## config.mk

```make
export PLATFORM = sky130hd
export DESIGN_NAME = cic_cfg_sequencer_flat
export DESIGN_NICKNAME = d
export VERILOG_FILES = /design/src/rtl/cic_cfg_sequencer_pkg.sv /design/src/rtl/cic_cfg_sequencer_if.sv /design/src/rtl/cic_cfg_sequencer_timeout_cnt.sv /design/src/rtl/cic_cfg_sequencer.sv /design/src/flat_wrapper.sv
export SDC_FILE = /design/constraint.sdc
export NUM_CORES = 1
export LEC_CHECK = 0
export ABC_AREA = 1
export CORE_UTILIZATION = 40
export CTS_CLUSTER_DIAMETER = 60
export DETAILED_ROUTE_END_ITERATION = 7
export PLACE_DENSITY_LB_ADDON = 0.15
export SLEW_MARGIN = 5
export SYNTH_ARGS = -nofsm -noshare
export SYNTH_HDL_FRONTEND = slang
export SYNTH_SLANG_ARGS = --single-unit
```

## constraint.sdc

```tcl
create_clock -name CLK -period 1.8 [get_ports CLK]
set_input_delay 0.18 -clock CLK [delete_from_list [all_inputs] [get_ports CLK]]
set_output_delay 0.18 -clock CLK [all_outputs]
set_load 0.01 [all_outputs]
```

## src/rtl/cic_cfg_sequencer_pkg.sv

```systemverilog
// Shared types for the CIC runtime-config sequencer: FSM states, error codes, word indices.
// Pure declarations, no logic.
package cic_cfg_pkg;

    typedef enum logic [2:0] {
        IDLE,
        DRAIN,
        SEND,
        WAIT_DONE,
        ERR
    } state_t;

    typedef enum logic [1:0] {
        ERR_NONE    = 2'd0,
        ERR_RANGE   = 2'd1,
        ERR_TIMEOUT = 2'd2
    } err_t;

    localparam logic [1:0] IDX_NUMSECS = 2'd0;
    localparam logic [1:0] IDX_DCEF    = 2'd1;
    localparam logic [1:0] IDX_SCALE   = 2'd2;

endpackage

```

## src/rtl/cic_cfg_sequencer_if.sv

```systemverilog
// Host request/status, sample-gate and CIC word-serial config signals of the sequencer.
// slave = sequencer side, master = host / source / CIC side.
interface cic_cfg_sequencer_if #(
    parameter int DW = 16
);
    logic          Cfg_Req;
    logic [DW-1:0] Cfg_NumSecs;
    logic [DW-1:0] Cfg_Dcef;
    logic [DW-1:0] Cfg_Scale;
    logic          Cfg_Busy;
    logic          Cfg_Done;
    logic [1:0]    Cfg_Err;
    logic          Src_Valid;
    logic          Gated_Valid;
    logic [15:0]   Drop_Cnt;
    logic          isConfig;
    logic [DW-1:0] Data_Config_Out;
    logic          isConfigACK;
    logic          isConfigDone;

    modport slave (
        input  Cfg_Req, Cfg_NumSecs, Cfg_Dcef, Cfg_Scale, Src_Valid, isConfigACK, isConfigDone,
        output Cfg_Busy, Cfg_Done, Cfg_Err, Gated_Valid, Drop_Cnt, isConfig, Data_Config_Out
    );

    modport master (
        output Cfg_Req, Cfg_NumSecs, Cfg_Dcef, Cfg_Scale, Src_Valid, isConfigACK, isConfigDone,
        input  Cfg_Busy, Cfg_Done, Cfg_Err, Gated_Valid, Drop_Cnt, isConfig, Data_Config_Out
    );

endinterface

```

## src/rtl/cic_cfg_sequencer_timeout_cnt.sv

```systemverilog
// Loadable down-counter; o_expire is high while the count sits at zero.
// Load has priority over decrement; the count holds at zero.
module cic_cfg_timeout_cnt #(
    parameter int W = 11
) (
    input  logic         CLK,
    input  logic         RST,
    input  logic         i_load,
    input  logic [W-1:0] i_load_val,
    input  logic         i_en,
    output logic         o_expire
);

    logic [W-1:0] r_cnt;

    always_ff @(posedge CLK) begin
        if (RST) begin
            r_cnt <= '0;
        end else if (i_load) begin
            r_cnt <= i_load_val;
        end else if (i_en && (r_cnt != '0)) begin
            r_cnt <= r_cnt - 1'b1;
        end
    end

    assign o_expire = (r_cnt == '0);

endmodule

```

## src/rtl/cic_cfg_sequencer.sv

```systemverilog
// Gates the sample stream, drains the CIC, then streams NUMSECS/DCEF/SCALE over the ACK/Done handshake.
// Request to Done: 1 + DRAIN_CYCLES + ACK/Done latency of the CIC; requests while busy are dropped.
module cic_cfg_sequencer
    import cic_cfg_pkg::*;
#(
    parameter int CIC_CONFIG_DATA_WIDTH = 16,
    parameter int CIC_MAX_NUMSECS       = 16,
    parameter int CIC_MAX_DCEF          = 16,
    parameter int DRAIN_CYCLES          = 64,
    parameter int TIMEOUT_CYCLES        = 1024
) (
    input  logic CLK,
    input  logic RST,
    cic_cfg_sequencer_if.slave bus
);

    localparam int DW      = CIC_CONFIG_DATA_WIDTH;
    localparam int CNT_MAX = (DRAIN_CYCLES > TIMEOUT_CYCLES) ? DRAIN_CYCLES : TIMEOUT_CYCLES;
    localparam int CNT_W   = $clog2(CNT_MAX) + 1;

    state_t        r_state;
    state_t        w_next;
    logic [DW-1:0] r_numsecs;
    logic [DW-1:0] r_dcef;
    logic [DW-1:0] r_scale;
    logic [1:0]    r_idx;
    err_t          r_err;
    logic          r_done;
    logic [15:0]   r_drop;

    logic             w_accept;
    logic             w_range_ok;
    logic             w_gate_en;
    logic             w_cfg_active;
    logic             w_idx_inc;
    logic             w_done_set;
    logic             w_err_set;
    err_t             w_err_code;
    logic             w_tmr_load;
    logic [CNT_W-1:0] w_tmr_val;
    logic             w_tmr_en;
    logic             w_tmr_exp;
    logic [DW-1:0]    w_word;

    assign w_accept   = (r_state == IDLE) && bus.Cfg_Req;
    assign w_range_ok = (bus.Cfg_NumSecs != '0) && (bus.Cfg_NumSecs <= DW'(CIC_MAX_NUMSECS)) &&
                        (bus.Cfg_Dcef    != '0) && (bus.Cfg_Dcef    <= DW'(CIC_MAX_DCEF));

    assign w_cfg_active = (r_state == SEND) || (r_state == WAIT_DONE);
    assign w_gate_en    = !((r_state == DRAIN) || w_cfg_active);
    assign w_tmr_en     = !w_gate_en;

    // One counter serves both the drain window and the SEND/WAIT_DONE watchdog.
    cic_cfg_timeout_cnt #(.W(CNT_W)) u_tmr (
        .CLK        (CLK),
        .RST        (RST),
        .i_load     (w_tmr_load),
        .i_load_val (w_tmr_val),
        .i_en       (w_tmr_en),
        .o_expire   (w_tmr_exp)
    );

    always_comb begin
        w_next     = r_state;
        w_idx_inc  = 1'b0;
        w_done_set = 1'b0;
        w_err_set  = 1'b0;
        w_err_code = ERR_NONE;
        w_tmr_load = 1'b0;
        w_tmr_val  = '0;
        case (r_state)
            IDLE: begin
                if (bus.Cfg_Req) begin
                    w_err_set = 1'b1;
                    if (w_range_ok) begin
                        w_next     = DRAIN;
                        w_tmr_load = 1'b1;
                        w_tmr_val  = CNT_W'(DRAIN_CYCLES - 1);
                    end else begin
                        w_next     = ERR;
                        w_err_code = ERR_RANGE;
                    end
                end
            end
            DRAIN: begin
                if (w_tmr_exp) begin
                    w_next     = SEND;
                    w_tmr_load = 1'b1;
                    w_tmr_val  = CNT_W'(TIMEOUT_CYCLES - 1);
                end
            end
            SEND: begin
                // Done before the last word was acknowledged is a CIC protocol violation.
                if (bus.isConfigDone || w_tmr_exp) begin
                    w_next     = ERR;
                    w_err_set  = 1'b1;
                    w_err_code = ERR_TIMEOUT;
                end else if (bus.isConfigACK) begin
                    if (r_idx == IDX_SCALE) begin
                        w_next = WAIT_DONE;
                    end else begin
                        w_idx_inc = 1'b1;
                    end
                end
            end
            WAIT_DONE: begin
                if (bus.isConfigDone) begin
                    w_next     = IDLE;
                    w_done_set = 1'b1;
                end else if (w_tmr_exp) begin
                    w_next     = ERR;
                    w_err_set  = 1'b1;
                    w_err_code = ERR_TIMEOUT;
                end
            end
            ERR:     w_next = IDLE;
            default: w_next = IDLE;
        endcase
    end

    always_ff @(posedge CLK) begin
        if (RST) begin
            r_state   <= IDLE;
            r_numsecs <= '0;
            r_dcef    <= '0;
            r_scale   <= '0;
            r_idx     <= IDX_NUMSECS;
            r_err     <= ERR_NONE;
            r_done    <= 1'b0;
            r_drop    <= '0;
        end else begin
            r_state <= w_next;
            r_done  <= w_done_set;
            if (w_err_set) begin
                r_err <= w_err_code;
            end
            if (w_accept) begin
                r_numsecs <= bus.Cfg_NumSecs;
                r_dcef    <= bus.Cfg_Dcef;
                r_scale   <= bus.Cfg_Scale;
                r_idx     <= IDX_NUMSECS;
            end else if (w_idx_inc) begin
                r_idx <= r_idx + 2'd1;
            end
            if (w_accept) begin
                r_drop <= '0;
            end else if (bus.Src_Valid && !w_gate_en && (r_drop != 16'hFFFF)) begin
                r_drop <= r_drop + 16'd1;
            end
        end
    end

    always_comb begin
        w_word = '0;
        if (w_cfg_active) begin
            case (r_idx)
                IDX_NUMSECS: w_word = r_numsecs;
                IDX_DCEF:    w_word = r_dcef;
                default:     w_word = r_scale;
            endcase
        end
    end

    assign bus.Gated_Valid     = bus.Src_Valid && w_gate_en;
    assign bus.Cfg_Busy        = (r_state != IDLE);
    assign bus.Cfg_Done        = r_done;
    assign bus.Cfg_Err         = r_err;
    assign bus.Drop_Cnt        = r_drop;
    assign bus.isConfig        = w_cfg_active;
    assign bus.Data_Config_Out = w_word;

endmodule

```

## src/flat_wrapper.sv

```systemverilog
// flat-port wrapper written by rule: the top's interface ports become plain ports
module cic_cfg_sequencer_flat import cic_cfg_pkg::*;
#(
    parameter int CIC_CONFIG_DATA_WIDTH = 16,
    parameter int CIC_MAX_NUMSECS       = 16,
    parameter int CIC_MAX_DCEF          = 16,
    parameter int DRAIN_CYCLES          = 64,
    parameter int TIMEOUT_CYCLES        = 1024
)
  (CLK, RST, bus_Cfg_Req, bus_Cfg_NumSecs, bus_Cfg_Dcef, bus_Cfg_Scale, bus_Src_Valid, bus_isConfigACK, bus_isConfigDone, bus_Cfg_Busy, bus_Cfg_Done, bus_Cfg_Err, bus_Gated_Valid, bus_Drop_Cnt, bus_isConfig, bus_Data_Config_Out);
  cic_cfg_sequencer_if #(.DW(16)) bus_i ();
  input  logic CLK;
  input  logic RST;
  input wire logic [$bits(bus_i.Cfg_Req)-1:0] bus_Cfg_Req;
  input wire logic [$bits(bus_i.Cfg_NumSecs)-1:0] bus_Cfg_NumSecs;
  input wire logic [$bits(bus_i.Cfg_Dcef)-1:0] bus_Cfg_Dcef;
  input wire logic [$bits(bus_i.Cfg_Scale)-1:0] bus_Cfg_Scale;
  input wire logic [$bits(bus_i.Src_Valid)-1:0] bus_Src_Valid;
  input wire logic [$bits(bus_i.isConfigACK)-1:0] bus_isConfigACK;
  input wire logic [$bits(bus_i.isConfigDone)-1:0] bus_isConfigDone;
  output wire logic [$bits(bus_i.Cfg_Busy)-1:0] bus_Cfg_Busy;
  output wire logic [$bits(bus_i.Cfg_Done)-1:0] bus_Cfg_Done;
  output wire logic [$bits(bus_i.Cfg_Err)-1:0] bus_Cfg_Err;
  output wire logic [$bits(bus_i.Gated_Valid)-1:0] bus_Gated_Valid;
  output wire logic [$bits(bus_i.Drop_Cnt)-1:0] bus_Drop_Cnt;
  output wire logic [$bits(bus_i.isConfig)-1:0] bus_isConfig;
  output wire logic [$bits(bus_i.Data_Config_Out)-1:0] bus_Data_Config_Out;
  assign bus_i.Cfg_Req = bus_Cfg_Req;
  assign bus_i.Cfg_NumSecs = bus_Cfg_NumSecs;
  assign bus_i.Cfg_Dcef = bus_Cfg_Dcef;
  assign bus_i.Cfg_Scale = bus_Cfg_Scale;
  assign bus_i.Src_Valid = bus_Src_Valid;
  assign bus_i.isConfigACK = bus_isConfigACK;
  assign bus_i.isConfigDone = bus_isConfigDone;
  assign bus_Cfg_Busy = bus_i.Cfg_Busy;
  assign bus_Cfg_Done = bus_i.Cfg_Done;
  assign bus_Cfg_Err = bus_i.Cfg_Err;
  assign bus_Gated_Valid = bus_i.Gated_Valid;
  assign bus_Drop_Cnt = bus_i.Drop_Cnt;
  assign bus_isConfig = bus_i.isConfig;
  assign bus_Data_Config_Out = bus_i.Data_Config_Out;
  cic_cfg_sequencer #(.CIC_CONFIG_DATA_WIDTH(CIC_CONFIG_DATA_WIDTH), .CIC_MAX_NUMSECS(CIC_MAX_NUMSECS), .CIC_MAX_DCEF(CIC_MAX_DCEF), .DRAIN_CYCLES(DRAIN_CYCLES), .TIMEOUT_CYCLES(TIMEOUT_CYCLES)) u_core (.CLK(CLK), .RST(RST), .bus(bus_i));
endmodule
```

==> impl_summary.md <==
Route
The final route contains between 4k and 5k vias. Using the TritonRoute via totals, the vias-per-cell ratio works out to roughly 5. The final routed wire length divided by cell count is between 10 and 15 um. The number of DRC markers after the initial detailed-route iteration is approximately 190. In the routed design, unresolved DRC markers number 0. The number of detailed-routing iterations run before antenna repair is 4. The remaining number of nets flagged by the antenna check after routing is 0. The routed design has 11200 um of wire.

Logic synthesis
The share of the Yosys chip area taken by registers is 40.2%. By instance count, the leading cell after synthesis is sky130_fd_sc_hd__nor2_1. The share of synthesized registers carrying an async set or reset is 0%. The synthesized design spends more area on one cell type than any other, namely sky130_fd_sc_hd__dfxtp_1. The synthesized design contains 83 register bits. In the synthesized netlist the dominant register cell turns out to be sky130_fd_sc_hd__dfxtp_1. In the synthesized netlist, the cells that appear most often are sky130_fd_sc_hd__nor2_1 (107), sky130_fd_sc_hd__dfxtp_1 (83), sky130_fd_sc_hd__inv_1 (78). The count of flip-flops with a built-in enable after synthesis is 0. The post-synth net total is 658. The share of synthesized area in the top cell type comes to 40.2%. The number of distinct library cell variants in the gate-level netlist after synthesis is 35. The cell count after synthesis came out at 599. The total of warnings raised by yosys is 0. A synthesized cell averages a little under 7 um^2. The synthesized area is about 4100 um^2. After synthesis, the cell types taking the most area are sky130_fd_sc_hd__dfxtp_1 (40%), sky130_fd_sc_hd__nor2_1 (9.7%), sky130_fd_sc_hd__a21oi_1 (8.2%).

Floorplan
The area enclosed by the die boundary is 10700 um^2. The die is 104 um tall. The I/O pin count is 92.

The initial standard-cell utilization of the core is a little over two fifths. The core region area is a little under 10000 um^2. The number of standard-cell rows in the floorplan is 36. The horizontal extent of the die is about 100 um.

CTS
The number of hold buffers added after CTS was 0. After clock tree synthesis, the clock-pin slew on the worst setup and hold paths is about 90 ps. Counting along the longest clock path gives a buffer depth of 2. The number of buffers inserted during clock tree synthesis is 9. The tree built by TritonCTS fans out to 83 sinks.

The tree is rooted in a sky130_fd_sc_hd__clkbuf_8. The latest clock arrival within the worst-skew pair is ~350 ps. The H-tree was split into 3 levels. TritonCTS built the clock tree.

Pwr
The switching part of the total is between 20 and 30%. Combinational logic is responsible for 13.5% of the overall power. Sequential cells burn around half of the power. The cell leakage power is ~0.0024 uW.

The net switching component of the power is approximately 970 uW. The maximum resistive drop on vdd is 0.000421 V. The clock network fraction of design power is 34.5%. The overall power consumption is around 3800 uW. The internal power of the cells is 2820 uW. In this run the power density over the cells is about 650 nW/um^2.

Timing
The number of endpoints with negative hold slack in the final report is 0. Across all hold checks on the routed design, the worst slack comes to slightly above 400 ps. The minimum clock period after layout is about 1800 ps. Setup repair after global routing could not meet its margin everywhere. Timing would allow up to ~550 MHz. The worst slew slack as a fraction of its limit is between 60% and 70%.

The final max-slew violation count came to 0. The setup slack after layout is -18.8 ps. The setup skew after layout is between 10 and 15 ps.

The slew of the pin with the lowest slew margin is around 590 ps. The period utilization is 101%. The final number of setup-violating endpoints is 1.

Cells and area
The net total in the final layout is approximately 790. The number of diodes is 0. The layout overhead on the synthesized area is 41.3%.

Fill cells in the final layout number between 900 and 1k. Of the cells placed in the final design, the portion with a size suffix greater than 1 is between 10% and 20%.

Run
The total of max-cap violations is 0.

Setup path
Counting cells, the worst reg-to-reg path comes to 10. In this run the register-to-register setup slack is 110 ps. The maximum fanout count along the critical path is 9. The class of the most critical setup path is reg -> out. For the worst setup path, the data arrival time is approximately 1600 ps. The critical path starts at u_core.r_idx[1]$_SDFFE_PP0P_.

The required time of the critical path is about 1600 ps. The longest individual stage delay on the worst path is approximately 340 ps. The startpoint identified for the worst register-to-register timing path is u_core.bus.Drop_Cnt[1]$_SDFFE_PP0P_. Together, buffers and inverters on the worst path number 4. STA classifies the critical path startpoint as a register. STA classifies the critical path endpoint as an output pin. Traced cell by cell, the critical path runs through inv_4 -> ha_4 -> clkinvlp_4 -> buf_6 -> o22ai_1 -> a21oi_2 -> nor2_1 -> buf_2. Following the worst setup path forward leads to its endpoint at bus_Data_Config_Out[10]. The kind of cell with the highest combined delay on the critical path is buffers and inverters. The slowest stage of the critical path belongs to the cell sky130_fd_sc_hd__dfxtp_2. In this run the number of cells on the critical path is 8. The capturing point of the worst reg2reg path is u_core.bus.Drop_Cnt[7]$_SDFFE_PP0P_.

Placement
The placed wire-length estimate after detailed placement is 7920 um. Buffers placed on the I/O ports in this run total 91. The worst slack after detailed placement is -200 ps. The placer's final routability congestion estimate is between 0.8 and 0.9.

GRT
The initial antenna violation count is 0. Across every metal layer, demand over resource in global routing totals 21.1%. The total overflow left after global routing is 0.

The number of global-route vias before repair is ~4.0k. The first global-routing pass estimated between 15000 and 20000 um of wire. The maximum number of pins on one net before global-route repair is a little under 50.

Min path
The tightest min-delay check is of the in -> reg type.

Outcome
The checks that failed: negative setup slack. The run finished, with violations left.
==> power by group through the flow <==
| stage | Clock [uW] | Combinational (uW) | Sequential (uW) |
|---|---|---|---|
| 2_1_floorplan | 0 | 256 | 2000 |
| 3_3_place_gp | 0 | 478 | 2010 |
| 3_5_place_dp | 0 | 486 | 2010 |
| 4_1_cts | 1350 | 488 | 1960 |
| 5_1_grt | 1440 | 573 | 1980 |
| 6_report | 1310 | 513 | 1970 |
==> metal layers <==
metal	vias to the layer above	part of all wire, %	GRT usage [%]
met5	-	0	0
li1	2198	-	-
met1	1898	47	28.0
met4	0	2.2	7.25
met2	111	46	34.1
met3	19	4.7	4.22
==> flip-flops by register name, indices dropped and copies added, names as in the netlist <==
register and count:
u_core.r_dcef 16, u_core.r_numsecs 16, u_core.bus.Cfg_Done 1, u_core.u_tmr.r_cnt 11
u_core.r_idx 2, u_core.bus.Cfg_Err 2, u_core.bus.Drop_Cnt 16, u_core.r_state 3
u_core.r_scale 16
==> worst min path at each step <==
stage	from	to	slack, ps	cells after the start
2_1_floorplan	RST	u_core.r_state[0]$_SDFFE_PP0P_	250	1
3_3_place_gp	u_core.r_numsecs[2]$_SDFFE_PP0P_	u_core.r_numsecs[2]$_SDFFE_PP0P_	440	2
3_5_place_dp	u_core.r_numsecs[2]$_SDFFE_PP0P_	u_core.r_numsecs[2]$_SDFFE_PP0P_	450	2
4_1_cts	bus_Cfg_Scale[15]	u_core.r_scale[15]$_SDFFE_PP0P_	380	3
5_1_grt	bus_Cfg_Scale[15]	u_core.r_scale[15]$_SDFFE_PP0P_	390	3
6_report	bus_Cfg_Scale[15]	u_core.r_scale[15]$_SDFFE_PP0P_	400	3
==> layout make-up <==
| type | instances | area (um^2) | area share, % |
|---|---|---|---|
| Clock inverter | 5 | 53.8 | 0.922 |
| Clock buffer | 11 | 131 | 2.25 |
| Timing Repair Buffer | 139 | 1270 | 21.8 |
| Timing Repair inverter | 1 | 5.00 | 0.0858 |
| Inverter | 82 | 323 | 5.53 |
| Tap cell | 133 | 166 | 2.85 |
| Sequential cell | 83 | 1670 | 28.6 |
| Multi-Input combinational cell | 412 | 2210 | 38.0 |
==> worst reg2reg max path: stages, from the launching register on <==
cell and delay, ps:
sky130_fd_sc_hd__dfxtp_1 380, sky130_fd_sc_hd__ha_1 190, sky130_fd_sc_hd__nand3_1 130, sky130_fd_sc_hd__nor2_2 170
sky130_fd_sc_hd__nand3_1 130, sky130_fd_sc_hd__nand2_4 170, sky130_fd_sc_hd__buf_4 170, sky130_fd_sc_hd__nor2_4 30
sky130_fd_sc_hd__xor2_1 130, sky130_fd_sc_hd__inv_1 60, sky130_fd_sc_hd__nor2_2 30
==> through the flow <==
| stage | setup TNS [ps] | util [%] | area, um^2 | std cells |
|---|---|---|---|---|
| 3_5_place_dp | -4020 | 54.6 | 5410 | 839 |
| 4_1_cts | -77.0 | 56.8 | 5630 | 860 |
| 2_1_floorplan | 0 | - | 4130 | 599 |
| 3_3_place_gp | -3390 | 54.6 | 5410 | 839 |
| 5_1_grt | -728 | 58.9 | 5830 | 866 |
| 6_report | -18.8 | 58.9 | 5830 | 866 |
==> cell usage in the layout, fill, tap and decap left out, types with 3 or more instances in the layout <==
cell type,count
sky130_fd_sc_hd__xnor2_1,3
sky130_fd_sc_hd__nand2_4,4
sky130_fd_sc_hd__a21oi_2,8
sky130_fd_sc_hd__buf_4,36
sky130_fd_sc_hd__nor2_4,6
sky130_fd_sc_hd__nor3_1,11
sky130_fd_sc_hd__o21ai_0,61
sky130_fd_sc_hd__dfxtp_1,80
sky130_fd_sc_hd__inv_4,3
sky130_fd_sc_hd__nand3_1,24
sky130_fd_sc_hd__nand3_2,5
sky130_fd_sc_hd__clkinv_2,3
sky130_fd_sc_hd__inv_2,4
sky130_fd_sc_hd__buf_2,16
sky130_fd_sc_hd__inv_1,73
sky130_fd_sc_hd__clkdlybuf4s50_1,73
sky130_fd_sc_hd__o21ai_1,3
sky130_fd_sc_hd__nor2_1,104
sky130_fd_sc_hd__buf_12,4
sky130_fd_sc_hd__o22ai_2,8
sky130_fd_sc_hd__nand4_1,4
sky130_fd_sc_hd__nand2_1,74
sky130_fd_sc_hd__nor2_2,5
sky130_fd_sc_hd__clkbuf_8,9
sky130_fd_sc_hd__xor2_1,7
sky130_fd_sc_hd__buf_6,7
sky130_fd_sc_hd__o22ai_1,7
sky130_fd_sc_hd__a21oi_1,60
==> cell families (layout without fill, tap and decap cells) <==
| kind of cell | after synthesis | count (layout) | share of synthesized area, % |
|---|---|---|---|
| buffers and inverters | 104 | 238 | 10.5 |
| and+or+nand+nor | 246 | 246 | 26.7 |
| AOI/OAI and AO/OA | 151 | 151 | 18.9 |
| xor gates and xnor gates | 10 | 10 | 2.12 |
| DFF | 83 | 83 | 40.2 |
| adders and majority gates | 5 | 5 | 1.51 |
==> what timing repair did <==
| action | in CTS | in global routing |
|---|---|---|
| setup buffers | 5 | 5 |
| setup endpoints to repair | 18 | 42 |
| resized for setup | 82 | 43 |
| cloned | 0 | 1 |
| pin swaps | 1 | 12 |
Note: power is estimated with default switching activity, not from simulation.
